<file path="config.mk">
export PLATFORM = sky130hd
export DESIGN_NAME = arbitro_rr_4_flat
export DESIGN_NICKNAME = d
export VERILOG_FILES = /design/src/rtl/arbitro_rr_4_if.sv /design/src/rtl/arbitro_rr_4.sv /design/src/flat_wrapper.sv
export SDC_FILE = /design/constraint.sdc
export NUM_CORES = 1
export LEC_CHECK = 0
export BUFFER_PORTS_ARGS = -buffer_cell sky130_fd_sc_hd__buf_2
export CAP_MARGIN = 10
export CORE_AREA = 2 2 39 41
export DETAILED_ROUTE_END_ITERATION = 10
export DIE_AREA = 0 0 41 43
export GPL_TIMING_DRIVEN = 0
export PLACE_DENSITY_LB_ADDON = 0.12
export SLEW_MARGIN = 20
export SYNTH_ARGS = -nofsm -noshare
export SYNTH_HDL_FRONTEND = slang
export SYNTH_SLANG_ARGS = --single-unit
</file>
<file path="constraint.sdc">
create_clock -name clk -period 2 [get_ports clk]
set_input_delay 0.1 -clock clk [delete_from_list [all_inputs] [get_ports clk]]
set_output_delay 0.1 -clock clk [all_outputs]
set_load 0.03 [all_outputs]
</file>
<file path="src/rtl/arbitro_rr_4_if.sv">
// Request/grant bundle between the requesters and the arbiter.
// The grant side feeds the 2-to-4 decoder inputs a0, a1 and en.
interface arbitro_rr_4_if;
    logic [3:0] sol;
    logic       liberar;
    logic       a0;
    logic       a1;
    logic       en;

    modport master (
        output sol,
        output liberar,
        input  a0,
        input  a1,
        input  en
    );

    modport slave (
        input  sol,
        input  liberar,
        output a0,
        output a1,
        output en
    );
endinterface

</file>
<file path="src/rtl/arbitro_rr_4.sv">
// Four-way round-robin arbiter with bounded tenure; the registered
// index and enable drive a 2-to-4 decoder that forms the one-hot grant.
module arbitro_rr_4 #(
    parameter int TIEMPO_MAX = 8,
    parameter int ANCHO_CNT  = 4
) (
    input  logic          clk,
    input  logic          rst_n,
    arbitro_rr_4_if.slave bus
);
    typedef enum logic [1:0] {
        REPOSO    = 2'b00,
        CONCEDIDO = 2'b01
    } estado_t;

    localparam logic [ANCHO_CNT-1:0] CNT_FIN = ANCHO_CNT'(TIEMPO_MAX - 1);

    estado_t              estado_q, estado_d;
    logic [1:0]           idx_q, idx_d;
    logic                 en_q, en_d;
    logic [ANCHO_CNT-1:0] cnt_q, cnt_d;
    logic [1:0]           ptr_q, ptr_d;

    logic [1:0] pick;
    logic       hay_sol;
    logic       fin;

    // First set bit of v scanning upward from p, wrapping mod 4.
    function automatic logic [1:0] elegir(
        input logic [3:0] v,
        input logic [1:0] p
    );
        logic [1:0] k;
        logic       hit;
        elegir = p;
        hit    = 1'b0;
        for (int i = 0; i < 4; i++) begin
            k = p + 2'(i);
            if (!hit && v[k]) begin
                elegir = k;
                hit    = 1'b1;
            end
        end
    endfunction

    assign pick    = elegir(bus.sol, ptr_q);
    assign hay_sol = |bus.sol;
    assign fin     = !bus.sol[idx_q] || bus.liberar || (cnt_q == CNT_FIN);

    always_comb begin
        estado_d = estado_q;
        idx_d    = idx_q;
        en_d     = en_q;
        cnt_d    = cnt_q;
        ptr_d    = ptr_q;
        unique case (estado_q)
            REPOSO: begin
                en_d = 1'b0;
                if (hay_sol) begin
                    estado_d = CONCEDIDO;
                    idx_d    = pick;
                    en_d     = 1'b1;
                    cnt_d    = '0;
                    ptr_d    = pick + 2'd1;
                end
            end
            CONCEDIDO: begin
                if (!fin) begin
                    cnt_d = cnt_q + 1'b1;
                end else if (hay_sol) begin
                    // Zero-bubble regrant; the old holder now has lowest priority.
                    idx_d = pick;
                    en_d  = 1'b1;
                    cnt_d = '0;
                    ptr_d = pick + 2'd1;
                end else begin
                    estado_d = REPOSO;
                    en_d     = 1'b0;
                end
            end
            default: begin
                estado_d = REPOSO;
                en_d     = 1'b0;
            end
        endcase
    end

    always_ff @(posedge clk) begin
        if (!rst_n) begin
            estado_q <= REPOSO;
            idx_q    <= '0;
            en_q     <= 1'b0;
            cnt_q    <= '0;
            ptr_q    <= '0;
        end else begin
            estado_q <= estado_d;
            idx_q    <= idx_d;
            en_q     <= en_d;
            cnt_q    <= cnt_d;
            ptr_q    <= ptr_d;
        end
    end

    assign bus.a0 = idx_q[0];
    assign bus.a1 = idx_q[1];
    assign bus.en = en_q;
endmodule

</file>
<file path="src/flat_wrapper.sv">
// flat-port wrapper written by rule: the top's interface ports become plain ports
module arbitro_rr_4_flat 
#(
    parameter int TIEMPO_MAX = 8,
    parameter int ANCHO_CNT  = 4
)
  (clk, rst_n, bus_sol, bus_liberar, bus_a0, bus_a1, bus_en);
  arbitro_rr_4_if bus_i ();
  input  logic clk;
  input  logic rst_n;
  input wire logic [$bits(bus_i.sol)-1:0] bus_sol;
  input wire logic [$bits(bus_i.liberar)-1:0] bus_liberar;
  output wire logic [$bits(bus_i.a0)-1:0] bus_a0;
  output wire logic [$bits(bus_i.a1)-1:0] bus_a1;
  output wire logic [$bits(bus_i.en)-1:0] bus_en;
  assign bus_i.sol = bus_sol;
  assign bus_i.liberar = bus_liberar;
  assign bus_a0 = bus_i.a0;
  assign bus_a1 = bus_i.a1;
  assign bus_en = bus_i.en;
  arbitro_rr_4 #(.TIEMPO_MAX(TIEMPO_MAX), .ANCHO_CNT(ANCHO_CNT)) u_core (.clk(clk), .rst_n(rst_n), .bus(bus_i));
endmodule
</file>
# After elaboration in Yosys (flattened, before gate mapping)
# Cells that the tools add are included.
# op_classes
add_sub_neg	5
n_mux	32
reduce_logical	14
magnitude_cmp	5
eq_ne	5
# ops
operator	n
two-way mux 2 bit	10
< comparator 2 x 3 -> 1 bit, second input constant	5
case mux 2 bit (2 select lines)	3
binary-select mux 1 bit (select 2 bit)	5
two-way mux 1 bit	10
two-way mux 4 bit	2
case mux 4 bit (2 select lines)	1
adder 2 x 1 -> 2 bit, second input constant	2
adder 2 bit, second input constant	2
adder 4 x 1 -> 4 bit, second input constant	1
== test 4 x 3 -> 1 bit, second input constant	1
zero test 1 bit	4
inequality test 2 x 1 -> 1 bit, second input constant	2
OR reduction 4 bit	1
logical AND 1 bit	3
AND reduction 3 bit	1
== test 2 x 1 -> 1 bit, second input constant	1
zero test 2 bit	1
logical OR 1 bit	2
inequality test 2 bit, second input constant	1
case mux 1 bit (2 select lines)	1
AND reduction 2 bit	1
nonzero test 2 bit	1
# word_totals
elab_cells	66
inputBits	7
regBits	11
output_inout_bits	3

# Longest topological paths before layout
# logic_depth
depth_word	16
ltp_mapped	5
ltp_nobuf	5

# Least setup slack after synthesis
# OpenSTA, ideal clock, no wires.
# synth_timing
kind	register -> register
start	reg u_core.idx_q[0]
end	reg u_core.idx_q[1]
required_time_ns	1.928
path_stages_with_launch	5
setup_time_ns	0.072
arrival_ns	1.602
path_slack_ns	0.326
path_cell_list	dfxtp_1 -> mux4_2 -> and4b_4 -> nor2_4 -> mux2i_1
# synth_via
elab_chain_len	7
# synth_lines
element	line	text
from (decl)	arbitro_rr_4.sv:19	logic [1:0] idx_q, idx_d;
from (signal assigned)	arbitro_rr_4.sv:97	idx_q <= idx_d;
binary-select mux 1 bit (select 2 bit)	arbitro_rr_4.sv:48	assign fin = !bus.sol[idx_q] || bus.liberar || (cnt_q == CNT_FIN);
two-way mux 1 bit (not written as such)	arbitro_rr_4.sv:48	
zero test 1 bit	arbitro_rr_4.sv:48	
logical OR 1 bit (2 in series)	arbitro_rr_4.sv:48	
inequality test 2 x 1 -> 1 bit (no source line)	--	
AND reduction 2 bit (no source line)	--	
# Every way passes these cells. The select of a mux whose other input is x is not followed.
# A chain may end at the register's enable or synchronous reset.

# Worst setup path in the final report
# Same ends and word-level chain as after synthesis.

==> run_results.csv <==
group,metric,value,unit
yosys,synthFlopType,"dfxtp_1",
pwr,cellPowerDensity,741,nW/um^2
yosys,synthArstFlopShare,0,%
place,place_congestion,0.759,
final_layout,area_growth_syn_to_layout,16.1,%
clock_tree,clock_latency,0.26,ns
yosys,synth_commonest_cells,"10 x dfxtp_1, 8 x nor2_1, 5 x nor2b_1",
final_layout,multi_input_area,333,sq um
yosys,avgSynthCellArea,9.07,sq um
clock_tree,postCtsSetupBuffers,0,
route,wl_per_cell,12.3,um
critical_path,cp.required,2.19,ns
clock_tree,clockBufferDepth,2,
final_layout,drive_above_1_share,23.6,%
critical_path,reg2reg_depth,4,
global_routing,grtUsageTotal,16.8,%
route,first_pass_iters,4,
critical_path,crit_end,"u_core.idx_q[1]$_SDFFE_PN0P_",
critical_path,cp_top_family,"multiplexers",
pwr,leakage,0.000259,uW
floorplanning,die_area,1760,sq um
critical_path,worst-setup-path-type,"reg -> reg",
route,ant_nets,0,
place,place_area,609,sq um
clock_tree,cts-hold-fix-buffers,0,
floorplanning,floorplan.initialDensity,39.3,%
route,vias,482,
critical_path,cp.depth,4,
global_routing,grt_pass1_vias,462,
critical_path,end_kind,"register",
timing,timing.final.crit_share,78.1,%
critical_path,r2r-start,"u_core.idx_q[0]$_SDFFE_PN0P_",
clock_tree,cts.reportedPaths.clkPinSlew,0.06,ns
critical_path,critPathLaunch,"u_core.idx_q[0]$_SDFFE_PN0P_",
yosys,syn_area,544,sq um
timing,max-slew-margin-rel,61.9,%
timing,rsz0062_at_grt,"no",
place,io_buffers,9,
global_routing,grt_pass1_wl,1980,um
yosys,synth_area_leaders,"dfxtp_1 37%, nor2b_1 5.7%, mux2i_1 5.5%",
final_layout,fin_nets,82,
yosys,synth_top_cell_by_area,"dfxtp_1",
route,vias_per_cell,5.48,
floorplanning,die_h,43,um
pwr,intPower,331,uW
yosys,synthCells,60,
timing,tns,0,ns
critical_path,ff2ff_setup_slack,0.44,ns
yosys,synthMostInstantiatedCell,"dfxtp_1",
timing,clock-skew-final,0.00645,ns
clock_tree,cts-htree-levels,1,
critical_path,worstReg2RegEnd,"u_core.idx_q[1]$_SDFFE_PN0P_",
timing,worst_pin_slew,0.569,ns
critical_path,crit_path_max_incr_delay,0.53,ns
timing,fin_crit,1.56,ns
flow_run,drv_cap,0,
critical_path,crit_arrival,1.75,ns
timing,finalSetupViolCount,0,
floorplanning,dieWidth,41,um
global_routing,grt_overflow,0,
critical_path,slowest_stage,"mux4_2",
route,drc_errors,0,
min_path,hold_path_class,"in -> reg",
timing,finalMaxSlewViolations,0,
critical_path,crit_path_start_kind,"register",
pwr,pwr-share-clk,28.2,%
pwr,netSwitchingPower,137,uW
floorplanning,rows,14,
yosys,ys_warn_count,0,
final_layout,nFillCells,135,
floorplanning,core,1380,sq um
place,hpwl,783,um
clock_tree,cts_tree,"built",
clock_tree,clockRootBuffer,"clkbuf_4",
pwr,vdd_ir_drop_max,0.358,mV
yosys,yosys_register_bits,10,
yosys,syn_nets,68,
pwr,sw_frac_of_total,29.3,%
clock_tree,cts_buffers,3,
global_routing,antenna_found_initial,0,
critical_path,worstPathCellList,"mux4_2, and4b_4, nor2_4, mux2i_1",
critical_path,crit_fanout,6,
yosys,synth_edf_count,0,
status,status,"completed",
yosys,synth_top_area_share,36.8,%
timing,fmax,0.641,GHz
final_layout,postLayoutCellArea,632,sq um
critical_path,cp_num_buf_inv,0,
route,drt-initial-drc-count,15,
pwr,p_total,468,uW
clock_tree,cts_resized,0,
final_layout,seqCellArea,200,sq um
timing,hold_ws,0.126,ns
timing,finalHoldViolCount,0,
final_layout,fin_cells,88,
yosys,ys_seq_area_share,36.8,%
pwr,combPwrFrac,23.4,%
pwr,p_seq_share,48.3,%
global_routing,grt_max_degree,10,
final_layout,n_antenna_cell,0,
place,dp.cells,85,
yosys,ys_types,27,
clock_tree,cts.sinks,10,
floorplanning,boundaryPins,10,
route,routed_wl,1090,um
[kinds of logic after synthesis]
kind of cell,Yosys count,share of synthesized area [%]
flops,10,36.8
xor+xnor,2,3.22
buf+inv,3,2.07
compound gates,16,20.2
fa+ha+maj,1,2.30
simple gates,24,25.7
mux,4,9.66
[cells in the final DEF (no fill, tap or decap), types with 2 or more instances in the layout]
cell | netlist | layout
dfxtp_1 | 10 | 10
buf_2 | 0 | 9
nor2_1 | 8 | 8
nor2b_1 | 5 | 5
a21oi_1 | 3 | 3
o21ai_0 | 3 | 3
nand2_1 | 3 | 3
mux2i_1 | 3 | 3
clkbuf_4 | 0 | 3
inv_1 | 2 | 2
a22oi_1 | 2 | 2
o2111ai_1 | 2 | 2
nand3_1 | 2 | 2
xnor2_1 | 2 | 2
[sequential cells by signal (all words and copies together), names as in the netlist]
name,flops
u_core.estado_q,1
u_core.idx_q,2
u_core.cnt_q,4
u_core.bus.en,1
u_core.ptr_q,2
[layer usage]
layer	vias to the layer above	global-route usage, %	part of all wire, %
li1	248	-	-
met1	220	22.1	52
met2	12	22.5	42
met3	2	9.42	4.9
met4	0	6.00	1.0
met5	-	0	0
[layout make-up]
class,count,area share [%]
multi-input combinational,47,52.7
tap,16,3.17
sequential,10,31.7
timing repair buffer,9,7.13
clock buffer,3,3.56
inverter,2,1.19
buffer,1,0.594
[per-stage QoR]
stage | setup WS (ns) | utilization, %
global route | 0.349 | 45.7
CTS | 0.435 | 45.7
floorplan | 0.326 | -
detailed placement | 0.452 | 44.0
finish | 0.439 | 45.7
global placement | 0.474 | 44.0
[worst min-delay path by stage]
| stage | startpoint | to | slack, ns | cells past startpoint |
|---|---|---|---|---|
| CTS | rst_n | u_core.ptr_q[0]$_SDFFE_PN0P_ | 0.12 | 2 |
| detailed placement | rst_n | u_core.ptr_q[0]$_SDFFE_PN0P_ | 0.40 | 2 |
| floorplan | rst_n | u_core.ptr_q[0]$_SDFFE_PN0P_ | 0.23 | 1 |
| finish | rst_n | u_core.ptr_q[0]$_SDFFE_PN0P_ | 0.13 | 2 |
| global route | rst_n | u_core.ptr_q[0]$_SDFFE_PN0P_ | 0.13 | 2 |
| global placement | rst_n | u_core.ptr_q[0]$_SDFFE_PN0P_ | 0.40 | 2 |
[power by group through the flow]
stage                     Combinational [uW]  Clock, uW  Sequential [uW]
after global routing                     124        148              229
final                                    110        132              226
after global placement                   109          0              231
after floorplan                         65.7          0              242
after CTS                                109        140              226
after detailed placement                 109          0              231
Power figures use the tool's default switching activity.
